--- config.mk ---
export PLATFORM = sky130hd
export DESIGN_NAME = qr_axis_matrix_loader_flat
export DESIGN_NICKNAME = d
export VERILOG_FILES = /design/src/rtl/qr_axis_matrix_loader_pkg.sv /design/src/rtl/qr_axis_matrix_loader_if.sv /design/src/rtl/qr_row_bank.sv /design/src/rtl/qr_axis_matrix_loader.sv /design/src/flat_wrapper.sv
export SDC_FILE = /design/constraint.sdc
export NUM_CORES = 1
export LEC_CHECK = 0
export ABC_CLOCK_PERIOD_IN_PS = 9800
export CORE_MARGIN = 2
export CORE_UTILIZATION = 41
export CTS_CLUSTER_SIZE = 12
export DETAILED_ROUTE_END_ITERATION = 8
export GPL_TIMING_DRIVEN = 0
export SLEW_MARGIN = 20
export SYNTH_ARGS = -nofsm -noshare
export SYNTH_HDL_FRONTEND = slang
export SYNTH_SLANG_ARGS = --single-unit
--- constraint.sdc ---
create_clock -name aclk -period 9.8 [get_ports aclk]
set_input_delay 1.96 -clock aclk [delete_from_list [all_inputs] [get_ports aclk]]
set_output_delay 1.96 -clock aclk [all_outputs]
set_load 0.02 [all_outputs]
--- src/rtl/qr_axis_matrix_loader_pkg.sv ---
// Shared types and constants for the QR matrix loader.
// Row geometry, index width and TKEEP byte-mask helper.
package qr_pkg;
  localparam int TBITS     = 64;
  localparam int TBYTE     = TBITS / 8;
  localparam int ELEM_W    = 16;
  localparam int COLS      = TBITS / ELEM_W;
  localparam int ROWS      = 8;
  localparam int ROW_IDX_W = $clog2(ROWS);

  typedef logic [TBITS-1:0]     row_t;
  typedef logic [ROW_IDX_W-1:0] ridx_t;

  localparam ridx_t LAST_ROW = ridx_t'(ROWS - 1);

  function automatic row_t keep_mask(input logic [TBYTE-1:0] keep);
    row_t m;
    for (int b = 0; b < TBYTE; b++)
      m[b*8 +: 8] = {8{keep[b]}};
    return m;
  endfunction
endpackage

--- src/rtl/qr_axis_matrix_loader_if.sv ---
// Stream-in and row-out handshake bundle of the loader.
// slave is the loader's view, master the DMA/core view.
interface qr_axis_matrix_loader_if;
  import qr_pkg::*;

  logic              S_AXIS_MM2S_TVALID;
  logic              S_AXIS_MM2S_TREADY;
  row_t              S_AXIS_MM2S_TDATA;
  logic [TBYTE-1:0]  S_AXIS_MM2S_TKEEP;
  logic              S_AXIS_MM2S_TLAST;
  logic              row_valid;
  logic              row_ready;
  row_t              row_data;
  ridx_t             row_idx;
  logic              row_last;

  modport slave (
    input  S_AXIS_MM2S_TVALID,
    input  S_AXIS_MM2S_TDATA,
    input  S_AXIS_MM2S_TKEEP,
    input  S_AXIS_MM2S_TLAST,
    input  row_ready,
    output S_AXIS_MM2S_TREADY,
    output row_valid,
    output row_data,
    output row_idx,
    output row_last
  );

  modport master (
    output S_AXIS_MM2S_TVALID,
    output S_AXIS_MM2S_TDATA,
    output S_AXIS_MM2S_TKEEP,
    output S_AXIS_MM2S_TLAST,
    output row_ready,
    input  S_AXIS_MM2S_TREADY,
    input  row_valid,
    input  row_data,
    input  row_idx,
    input  row_last
  );
endinterface

--- src/rtl/qr_row_bank.sv ---
// One ROWS x TBITS matrix bank.
// Write port, zero-fill of rows above waddr, async read mux.
module qr_row_bank
  import qr_pkg::*;
(
  input  logic  clk,
  input  logic  we,
  input  ridx_t waddr,
  input  row_t  wdata,
  input  logic  zf,
  input  ridx_t raddr,
  output row_t  rdata
);

  row_t mem [ROWS];

  // Store a row; on early TLAST also clear the unwritten tail.
  always_ff @(posedge clk) begin
    for (int r = 0; r < ROWS; r++)
      if (zf && (ridx_t'(r) > waddr))
        mem[r] <= '0;
    if (we)
      mem[waddr] <= wdata;
  end

  assign rdata = mem[raddr];

endmodule

--- src/rtl/qr_axis_matrix_loader.sv ---
// Ping-pong matrix loader: AXIS beats in, matrix rows out.
// One bank fills while the other drains to the CORDIC core.
module qr_axis_matrix_loader
  import qr_pkg::*;
(
  input  logic                     aclk,
  input  logic                     aresetn,
  qr_axis_matrix_loader_if.slave   s,
  input  logic                     err_clr,
  output logic                     err_short,
  output logic                     err_long
);

  logic [1:0] full;
  logic       wr_bank;
  logic       rd_bank;
  logic       run_q;
  ridx_t      wr_row;
  ridx_t      rd_row;
  row_t       wdata;
  row_t       rdata [2];

  logic acc;
  logic last_row;
  logic done;
  logic early;
  logic missing;
  logic rd_hs;
  logic rd_done;

  assign s.S_AXIS_MM2S_TREADY = run_q & ~full[wr_bank];

  assign acc      = s.S_AXIS_MM2S_TVALID & s.S_AXIS_MM2S_TREADY;
  assign last_row = (wr_row == LAST_ROW);
  assign done     = acc & (s.S_AXIS_MM2S_TLAST | last_row);
  assign early    = acc & s.S_AXIS_MM2S_TLAST & ~last_row;
  assign missing  = acc & ~s.S_AXIS_MM2S_TLAST & last_row;
  assign wdata    = s.S_AXIS_MM2S_TDATA & keep_mask(s.S_AXIS_MM2S_TKEEP);

  assign s.row_valid = full[rd_bank];
  assign s.row_data  = rdata[rd_bank];
  assign s.row_idx   = rd_row;
  assign s.row_last  = (rd_row == LAST_ROW);

  assign rd_hs   = s.row_valid & s.row_ready;
  assign rd_done = rd_hs & s.row_last;

  for (genvar b = 0; b < 2; b++) begin : g_bank
    qr_row_bank u_bank (
      .clk   (aclk),
      .we    (acc && (wr_bank == 1'(b))),
      .waddr (wr_row),
      .wdata (wdata),
      .zf    (early && (wr_bank == 1'(b))),
      .raddr (rd_row),
      .rdata (rdata[b])
    );
  end

  // Write and read pointers; run_q holds TREADY low through reset.
  always_ff @(posedge aclk or negedge aresetn) begin
    if (!aresetn) begin
      run_q   <= 1'b0;
      wr_bank <= 1'b0;
      wr_row  <= '0;
      rd_bank <= 1'b0;
      rd_row  <= '0;
    end else begin
      run_q <= 1'b1;
      if (done) begin
        wr_row  <= '0;
        wr_bank <= ~wr_bank;
      end else if (acc) begin
        wr_row <= wr_row + 1'b1;
      end
      if (rd_done) begin
        rd_row  <= '0;
        rd_bank <= ~rd_bank;
      end else if (rd_hs) begin
        rd_row <= rd_row + 1'b1;
      end
    end
  end

  // Per-bank full bits: set on frame completion, cleared on drain.
  always_ff @(posedge aclk or negedge aresetn) begin
    if (!aresetn) begin
      full <= '0;
    end else begin
      for (int b = 0; b < 2; b++) begin
        if (done && (wr_bank == 1'(b)))
          full[b] <= 1'b1;
        else if (rd_done && (rd_bank == 1'(b)))
          full[b] <= 1'b0;
      end
    end
  end

  // Sticky framing errors; a new event beats a clear.
  always_ff @(posedge aclk or negedge aresetn) begin
    if (!aresetn) begin
      err_short <= 1'b0;
      err_long  <= 1'b0;
    end else begin
      err_short <= early   | (err_short & ~err_clr);
      err_long  <= missing | (err_long  & ~err_clr);
    end
  end

endmodule

--- src/flat_wrapper.sv ---
// flat-port wrapper written by rule: the top's interface ports become plain ports
module qr_axis_matrix_loader_flat import qr_pkg::*;
  (aclk, aresetn, err_clr, err_short, err_long, s_S_AXIS_MM2S_TVALID, s_S_AXIS_MM2S_TDATA, s_S_AXIS_MM2S_TKEEP, s_S_AXIS_MM2S_TLAST, s_row_ready, s_S_AXIS_MM2S_TREADY, s_row_valid, s_row_data, s_row_idx, s_row_last);
  qr_axis_matrix_loader_if s_i ();
  input  logic aclk;
  input  logic aresetn;
  input  logic err_clr;
  output logic err_short;
  output logic err_long;
  input wire logic [$bits(s_i.S_AXIS_MM2S_TVALID)-1:0] s_S_AXIS_MM2S_TVALID;
  input wire logic [$bits(s_i.S_AXIS_MM2S_TDATA)-1:0] s_S_AXIS_MM2S_TDATA;
  input wire logic [$bits(s_i.S_AXIS_MM2S_TKEEP)-1:0] s_S_AXIS_MM2S_TKEEP;
  input wire logic [$bits(s_i.S_AXIS_MM2S_TLAST)-1:0] s_S_AXIS_MM2S_TLAST;
  input wire logic [$bits(s_i.row_ready)-1:0] s_row_ready;
  output wire logic [$bits(s_i.S_AXIS_MM2S_TREADY)-1:0] s_S_AXIS_MM2S_TREADY;
  output wire logic [$bits(s_i.row_valid)-1:0] s_row_valid;
  output wire logic [$bits(s_i.row_data)-1:0] s_row_data;
  output wire logic [$bits(s_i.row_idx)-1:0] s_row_idx;
  output wire logic [$bits(s_i.row_last)-1:0] s_row_last;
  assign s_i.S_AXIS_MM2S_TVALID = s_S_AXIS_MM2S_TVALID;
  assign s_i.S_AXIS_MM2S_TDATA = s_S_AXIS_MM2S_TDATA;
  assign s_i.S_AXIS_MM2S_TKEEP = s_S_AXIS_MM2S_TKEEP;
  assign s_i.S_AXIS_MM2S_TLAST = s_S_AXIS_MM2S_TLAST;
  assign s_i.row_ready = s_row_ready;
  assign s_S_AXIS_MM2S_TREADY = s_i.S_AXIS_MM2S_TREADY;
  assign s_row_valid = s_i.row_valid;
  assign s_row_data = s_i.row_data;
  assign s_row_idx = s_i.row_idx;
  assign s_row_last = s_i.row_last;
  qr_axis_matrix_loader u_core (.aclk(aclk), .aresetn(aresetn), .s(s_i), .err_clr(err_clr), .err_short(err_short), .err_long(err_long));
endmodule
Word level (Yosys, flattened, before mapping)
Memories as Yosys holds them, arrays and structs flattened.
Index checks and enable logic that the tools add are counted.
- bits in registers: 13
- bits in writable memories: 1024
- output and inout port bits: 72
- word-level logic and storage cells: 135
- memories: 2
- $add $sub $neg: 2
- order comparisons: 11
- equality and inequality tests: 2
- mux-type cells: 57
- bitwise operators: 22
- reductions and logical operators: 30
- memories (memory ; depth ; bits a word ; rd ports ; clocked after Yosys merged registers in ; write ports ; line ; RTL):
    u_core.g_bank[0].u_bank.mem ; 8 ; 64 ; 1 ; 0 ; 8 ; qr_row_bank.sv:15 ; row_t mem [ROWS];
    u_core.g_bank[1].u_bank.mem ; 8 ; 64 ; 1 ; 0 ; 8 ; qr_row_bank.sv:15 ;
- operators by type and width (kind ; count):
    $mux W64 ; 5
    $reduce_or A64 Y1 ; 2
    $and A64 B64 Y64 ; 1
    $mux W1 ; 46
    $logic_and A1 B1 Y1 ; 24
    $mux W3 ; 6
    $gt A3 B3 Y1 const A ; 4
    $and A1 B1 Y1 ; 11
    $reduce_bool A2 Y1 ; 4
    $add A3 B1 Y3 const B ; 2
    $eq A3 B3 Y1 const B ; 2
    $gt A1 B3 Y1 const A ; 2
    $gt A2 B3 Y1 const A ; 2
    $not A1 Y1 ; 6
    $lt A1 B2 Y1 const B ; 2
    $or A1 B1 Y1 ; 3
    $ge A2 B2 Y1 const B ; 1
    $not A1 Y2 ; 1

Depth between registers and ports, before layout
- word-level depth: 13
- depth in mapped cells: 8

Modules after synthesis
Synthesis repeated with hierarchy kept, for this count alone.
- cell total of the unflattened synthesis: 2864
- area, all modules: 47420.5 um2
- by module, submodules not included (module ; instances ; cells each ; area each (um2) ; seq. area each (um2)):
    qr_row_bank (u_core.g_bank[1].u_bank) ; 1 ; 1334 ; 22784.4 ; 15374.7
    qr_row_bank (u_core.g_bank[0].u_bank) ; 1 ; 1333 ; 22780.6 ; 15374.7
    qr_axis_matrix_loader ; 1 ; 197 ; 1855.5 ; 325.3

Worst setup path after synthesis
No wires, ideal clock.
- path kind: input-to-reg
- from: input port s_S_AXIS_MM2S_TVALID
- to: memory u_core.g_bank[0].u_bank.mem[1][0] (netlist bit) (enable)
- setup time: 0.574 ns
- arrival time: 7.128 ns
- data required time: 9.226 ns
- path slack: 2.098 ns
- stages on the path: 6
- path through: nand4bb_1 -> buf_2 -> nor2_4 -> nand2_1 -> buf_4 -> o21ai_0
- RTL lines (element ; line ; RTL):
    start: declaration ; flat_wrapper.sv:10 ; input wire logic [$bits(s_i.S_AXIS_MM2S_TVALID)-1:0] s_S_AXIS_MM2S_TVALID;
    end: declaration ; qr_row_bank.sv:15 ;

Worst setup path in the final report
- from: register u_core.rd_bank
- to: output port s_row_data[43]
- longest elaborated chain between the ends: 4
- ends and longest elaborated chain (element ; line ; RTL):
    start: declaration ; qr_axis_matrix_loader.sv:16 ; logic rd_bank;
    start signal: assignment ; qr_axis_matrix_loader.sv:78 ; rd_bank <= ~rd_bank;
    $not A1 Y2 (not written as such) ; qr_axis_matrix_loader.sv:41 ; assign s.row_data = rdata[rd_bank];
    $mux W64 (not written as such) (3 in a row) ; qr_axis_matrix_loader.sv:41 ;
    end: declaration ; flat_wrapper.sv:17 ; output wire logic [$bits(s_i.row_data)-1:0] s_row_data;
No other way between the ends. The select of a mux whose other input is x is not followed.

==> results.env <==
RUN_STATUS='finished, final reports clean'
CLOCK_PIN_TRANSITION_ON_THE_WORST_SETUP_AND_HOLD_TIMING_PATHS_PS=60
GRT_MAX_DEGREE=40
VIA_PER_INSTANCE_RATIO=5.599
SETUP.WORST_PATH.START='u_core.rd_bank$_DFFE_PN0N_'
CORE_BOX_AREA_UM2=108700
MAXCAPVIOLCOUNT=0
LAYOUT.FILLER_CELLS=9402
CLOCK-SKEW-FINAL_PS=28.79
FIN_UTIL_PCT=48.37
DIE_AREA_UM2=112000
DIODES=0
PORT_BUFFERS=141
CRIT-REG2REG-LAUNCH='u_core.wr_row[1]$_DFFE_PN0P_'
CTS_RESIZED=0
POSTSYNTHCELLCOUNT=3220
TIMING.HOLD.WORST.START='u_core.full[1]$_DFFE_PN0P_'
RSZ0062_AT_GRT='no'
COUNT_OF_FLIP_FLOPS_WITH_A_BUILT_IN_ENABLE_AFTER_SYNTHESIS=1024
CLOCK_SINK_COUNT=1037
ROUTE.FINAL.WIRE_LENGTH_UM=134600
CRITICAL_PATH_REQUIRED_PS=7840
CRIT_PATH_START_KIND='flop'
PERIOD_NEEDED_PS=6245
MAXSLEWVIOLCOUNT=0
VIAS=28210
CRIT_PATH_MAX_FANOUT=10
STD_CELL_ROWS=121
POWER.IR.VDD_WORST_uV=144.3
YS_WARN_COUNT=0
DRC_ERRORS=0
FINALSETUPVIOLATIONS=0
SYNTH_AREA_PER_CELL_UM2=13.92
DRT.ANTENNA.VIOLATING_NETS=0
WORST-SLEW-PIN-TRANSITION_PS=1202
DIE_X_UM=334.7
LAYOUT.NETS=3618
POSTSYNTH.ASYNCRESETSHARE_PCT=1.254
ANTENNA_FOUND_INITIAL=6
DETAILEDROUTE.FIRSTITERATIONVIOLATIONS=3188
HPWLAFTERDP_UM=90890
DETAILED_PLACE.AREA_UM2=49300
CLOCK_LATENCY_PS=690
SYNTH.FF_LATCH_COUNT=1037
FRACTION_OF_FINAL_LAYOUT_CELLS_WITH_DRIVE_STRENGTH_GREATER_THAN_1_PCT=14.32
FINALWEIGHTEDCONGESTION=0.7974
YS_SEQ_AREA_SHARE_PCT=69.32
POWER-PER-CELL-AREA_nW_PER_UM2=261.9
DRT_PASS1_ITERATIONS=5
POST-ROUTE-PERIOD-UTIL_PCT=63.73
SYN-NUM-NETS=3304
IOS=150
DOMINANTREGCELLSYNTH='sky130_fd_sc_hd__edfxtp_1'
HTREE_LEVELS=3
SYNTH_AREA_UM2=44830
HOLD_PATH.CLASS='reg2reg'
WORST_SLEW_MARGIN_REL_PCT=19.68
WIRE_LENGTH_OF_THE_FIRST_GLOBAL_ROUTING_PASS_UM=194800
ROOT_BUFFER_CELL='sky130_fd_sc_hd__clkbuf_16'
CTS_TREE='done'
RESIDUAL_OVERFLOW_FROM_GLOBAL_ROUTING=0
POST-ROUTE-CELL-AREA_UM2=52580
TOTAL_POWER_W=0.01377
CLOCKBUFFERDEPTH=3
GRT_USE_TOTAL_PCT=24.08
CTS_HOLD_BUFFERS=0
AREA.GROWTH.SYNTH_TO_FINAL_PCT=17.30
ROUTED_WIRE_LENGTH_PER_INSTANCE_UM=26.70
R2R_SETUP_SLACK_PS=6610
POSTCTSSETUPBUFFERS=0
REG2REG_TO='u_core.g_bank[1].u_bank.mem[2][17]$_SDFFCE_PN0P_'
CRITPATHCAPTURE='s_row_data[43]'
SYNTH_CELL_TYPES=40
START_UTIL_PCT=41.24
WORSTREGTOREGCELLS=8
NUMCTSBUFFERS=109
CRITICAL_PATH_CLASS='reg2out'
CELLLEAKAGEPOWER_nW=17.52
END_KIND='output port'
WORST-ENDPOINT-ARRIVAL_PS=4290
HOLD_VIOL_FINAL=0
FP.DIEH_UM=334.7
FIRST_GLOBAL_VIAS=28460
MAX_FREQ_GHz=0.1601
power breakdown:
group          leakage, nW  total (W)  switching [W]  internal (W)
Combinational         6.29    0.00474        0.00293       0.00180
Sequential            9.64    0.00516      0.0000705       0.00509
Clock                 1.60    0.00388        0.00170       0.00217
critical path, stage by stage, from the launching register on:
cell and delay [ps]:
sky130_fd_sc_hd__dfrtp_1 310, sky130_fd_sc_hd__buf_2 470, sky130_fd_sc_hd__buf_1 850, sky130_fd_sc_hd__clkbuf_1 770
sky130_fd_sc_hd__nand3_1 210, sky130_fd_sc_hd__nand2_1 300, sky130_fd_sc_hd__clkdlybuf4s50_1 670
per-stage QoR:
step	setup WS, ps	cells	hold slack, ps	setup TNS, ps
4_1_cts	3641	5039	530.3	0
2_1_floorplan	2098	3220	483.6	0
6_report	3555	5039	531.5	0
3_3_place_gp	-4007	4775	510.8	-1044030
3_5_place_dp	4401	4837	515.2	0
5_1_grt	3610	5039	558.2	0
area by class of cell:
| type | instances | area [um^2] | area share, % |
|---|---|---|---|
| clock inverter | 50 | 325.3 | 0.6187 |
| inverter | 7 | 31.28 | 0.05949 |
| multi-input combinational | 1891 | 12270 | 23.33 |
| tap | 1414 | 1769 | 3.365 |
| clock buffer | 152 | 2953 | 5.616 |
| buffer | 285 | 1574 | 2.994 |
| sequential | 1037 | 31070 | 59.10 |
| timing repair buffer | 203 | 2584 | 4.914 |
sequential cells by signal, indices dropped and copies added, names as in the netlist:
register,cells
u_core.wr_row,3
u_core.err_short,1
u_core.rd_bank,1
u_core.full,2
u_core.g_bank.u_bank.mem,1024
u_core.s.row_idx,3
u_core.wr_bank,1
u_core.err_long,1
u_core.run_q,1
cell usage after synthesis, types with 10 or more instances:
cell type | n | area, um^2
sky130_fd_sc_hd__dfrtp_1 | 13 | 325.3
sky130_fd_sc_hd__buf_4 | 25 | 187.7
sky130_fd_sc_hd__a22oi_1 | 190 | 1426
sky130_fd_sc_hd__buf_1 | 10 | 37.54
sky130_fd_sc_hd__edfxtp_1 | 1024 | 30750
sky130_fd_sc_hd__nand2_1 | 149 | 559.3
sky130_fd_sc_hd__o21ai_0 | 11 | 55.05
sky130_fd_sc_hd__nand3_1 | 69 | 345.3
sky130_fd_sc_hd__nor2_1 | 1040 | 3904
sky130_fd_sc_hd__buf_6 | 39 | 439.2
sky130_fd_sc_hd__mux2i_1 | 253 | 2532
sky130_fd_sc_hd__clkbuf_1 | 120 | 450.4
sky130_fd_sc_hd__buf_2 | 90 | 450.4
sky130_fd_sc_hd__mux4_2 | 130 | 2928
layout by cell type, fill, tap and decap left out, types with 2 or more instances in the layout:
| master | count |
|---|---|
| sky130_fd_sc_hd__nand3_2 | 2 |
| sky130_fd_sc_hd__bufinv_16 | 3 |
| sky130_fd_sc_hd__clkinv_2 | 18 |
| sky130_fd_sc_hd__clkbuf_1 | 157 |
| sky130_fd_sc_hd__buf_6 | 42 |
| sky130_fd_sc_hd__inv_6 | 3 |
| sky130_fd_sc_hd__nor3_1 | 2 |
| sky130_fd_sc_hd__nor2_2 | 4 |
| sky130_fd_sc_hd__inv_4 | 2 |
| sky130_fd_sc_hd__buf_4 | 41 |
| sky130_fd_sc_hd__buf_1 | 10 |
| sky130_fd_sc_hd__buf_16 | 21 |
| sky130_fd_sc_hd__dfrtp_1 | 13 |
| sky130_fd_sc_hd__a21oi_1 | 2 |
| sky130_fd_sc_hd__mux2i_1 | 253 |
| sky130_fd_sc_hd__nand3_1 | 69 |
| sky130_fd_sc_hd__nand2b_1 | 4 |
| sky130_fd_sc_hd__o21ai_0 | 8 |
| sky130_fd_sc_hd__mux4_2 | 130 |
| sky130_fd_sc_hd__nor2_1 | 1031 |
| sky130_fd_sc_hd__nor3_2 | 2 |
| sky130_fd_sc_hd__inv_1 | 4 |
| sky130_fd_sc_hd__a22oi_1 | 190 |
| sky130_fd_sc_hd__ha_1 | 6 |
| sky130_fd_sc_hd__and2_1 | 2 |
| sky130_fd_sc_hd__buf_12 | 22 |
| sky130_fd_sc_hd__nor2_4 | 12 |
| sky130_fd_sc_hd__buf_2 | 90 |
| sky130_fd_sc_hd__mux2_2 | 2 |
| sky130_fd_sc_hd__o21ai_4 | 3 |
| sky130_fd_sc_hd__clkbuf_2 | 4 |
| sky130_fd_sc_hd__clkdlybuf4s50_1 | 141 |
| sky130_fd_sc_hd__clkinv_1 | 23 |
| sky130_fd_sc_hd__edfxtp_1 | 1024 |
| sky130_fd_sc_hd__nand2_1 | 148 |
| sky130_fd_sc_hd__nor2b_1 | 7 |
| sky130_fd_sc_hd__clkbuf_16 | 112 |
worst min path at each step:
| stage | end | slack, ps | depth (start not counted) |
|---|---|---|---|
| after floorplan | u_core.full[1]$_DFFE_PN0P_ | 480 | 2 |
| after global placement | u_core.full[1]$_DFFE_PN0P_ | 510 | 2 |
| after detailed placement | u_core.full[1]$_DFFE_PN0P_ | 520 | 2 |
| after CTS | u_core.full[1]$_DFFE_PN0P_ | 530 | 2 |
| after global routing | u_core.err_long$_DFF_PN0_ | 560 | 2 |
| final | u_core.full[1]$_DFFE_PN0P_ | 530 | 2 |
routing by layer:
metal	share of wire [%]	up-vias	global-route usage, %
li1	-	12360	-
met1	40	14330	31.88
met2	49	1232	40.34
met3	7.0	286	3.510
met4	4.0	2	9.074
met5	0.0097	-	0
cells by family (layout without fill, tap and decap cells):
| kind of cell | after synthesis | count (layout) | synth area share [%] |
|---|---|---|---|
| compound gates | 210 | 210 | 3.450 |
| xor+xnor | 2 | 2 | 0.03908 |
| fa+ha+maj | 6 | 6 | 0.1675 |
| buf+inv | 292 | 697 | 3.562 |
| flops | 1037 | 1037 | 69.32 |
| mux | 385 | 385 | 12.23 |
| other cells | 1 | 1 | 0.008366 |
| simple gates | 1287 | 1287 | 11.22 |
Note: power is estimated with default switching activity, not from simulation.
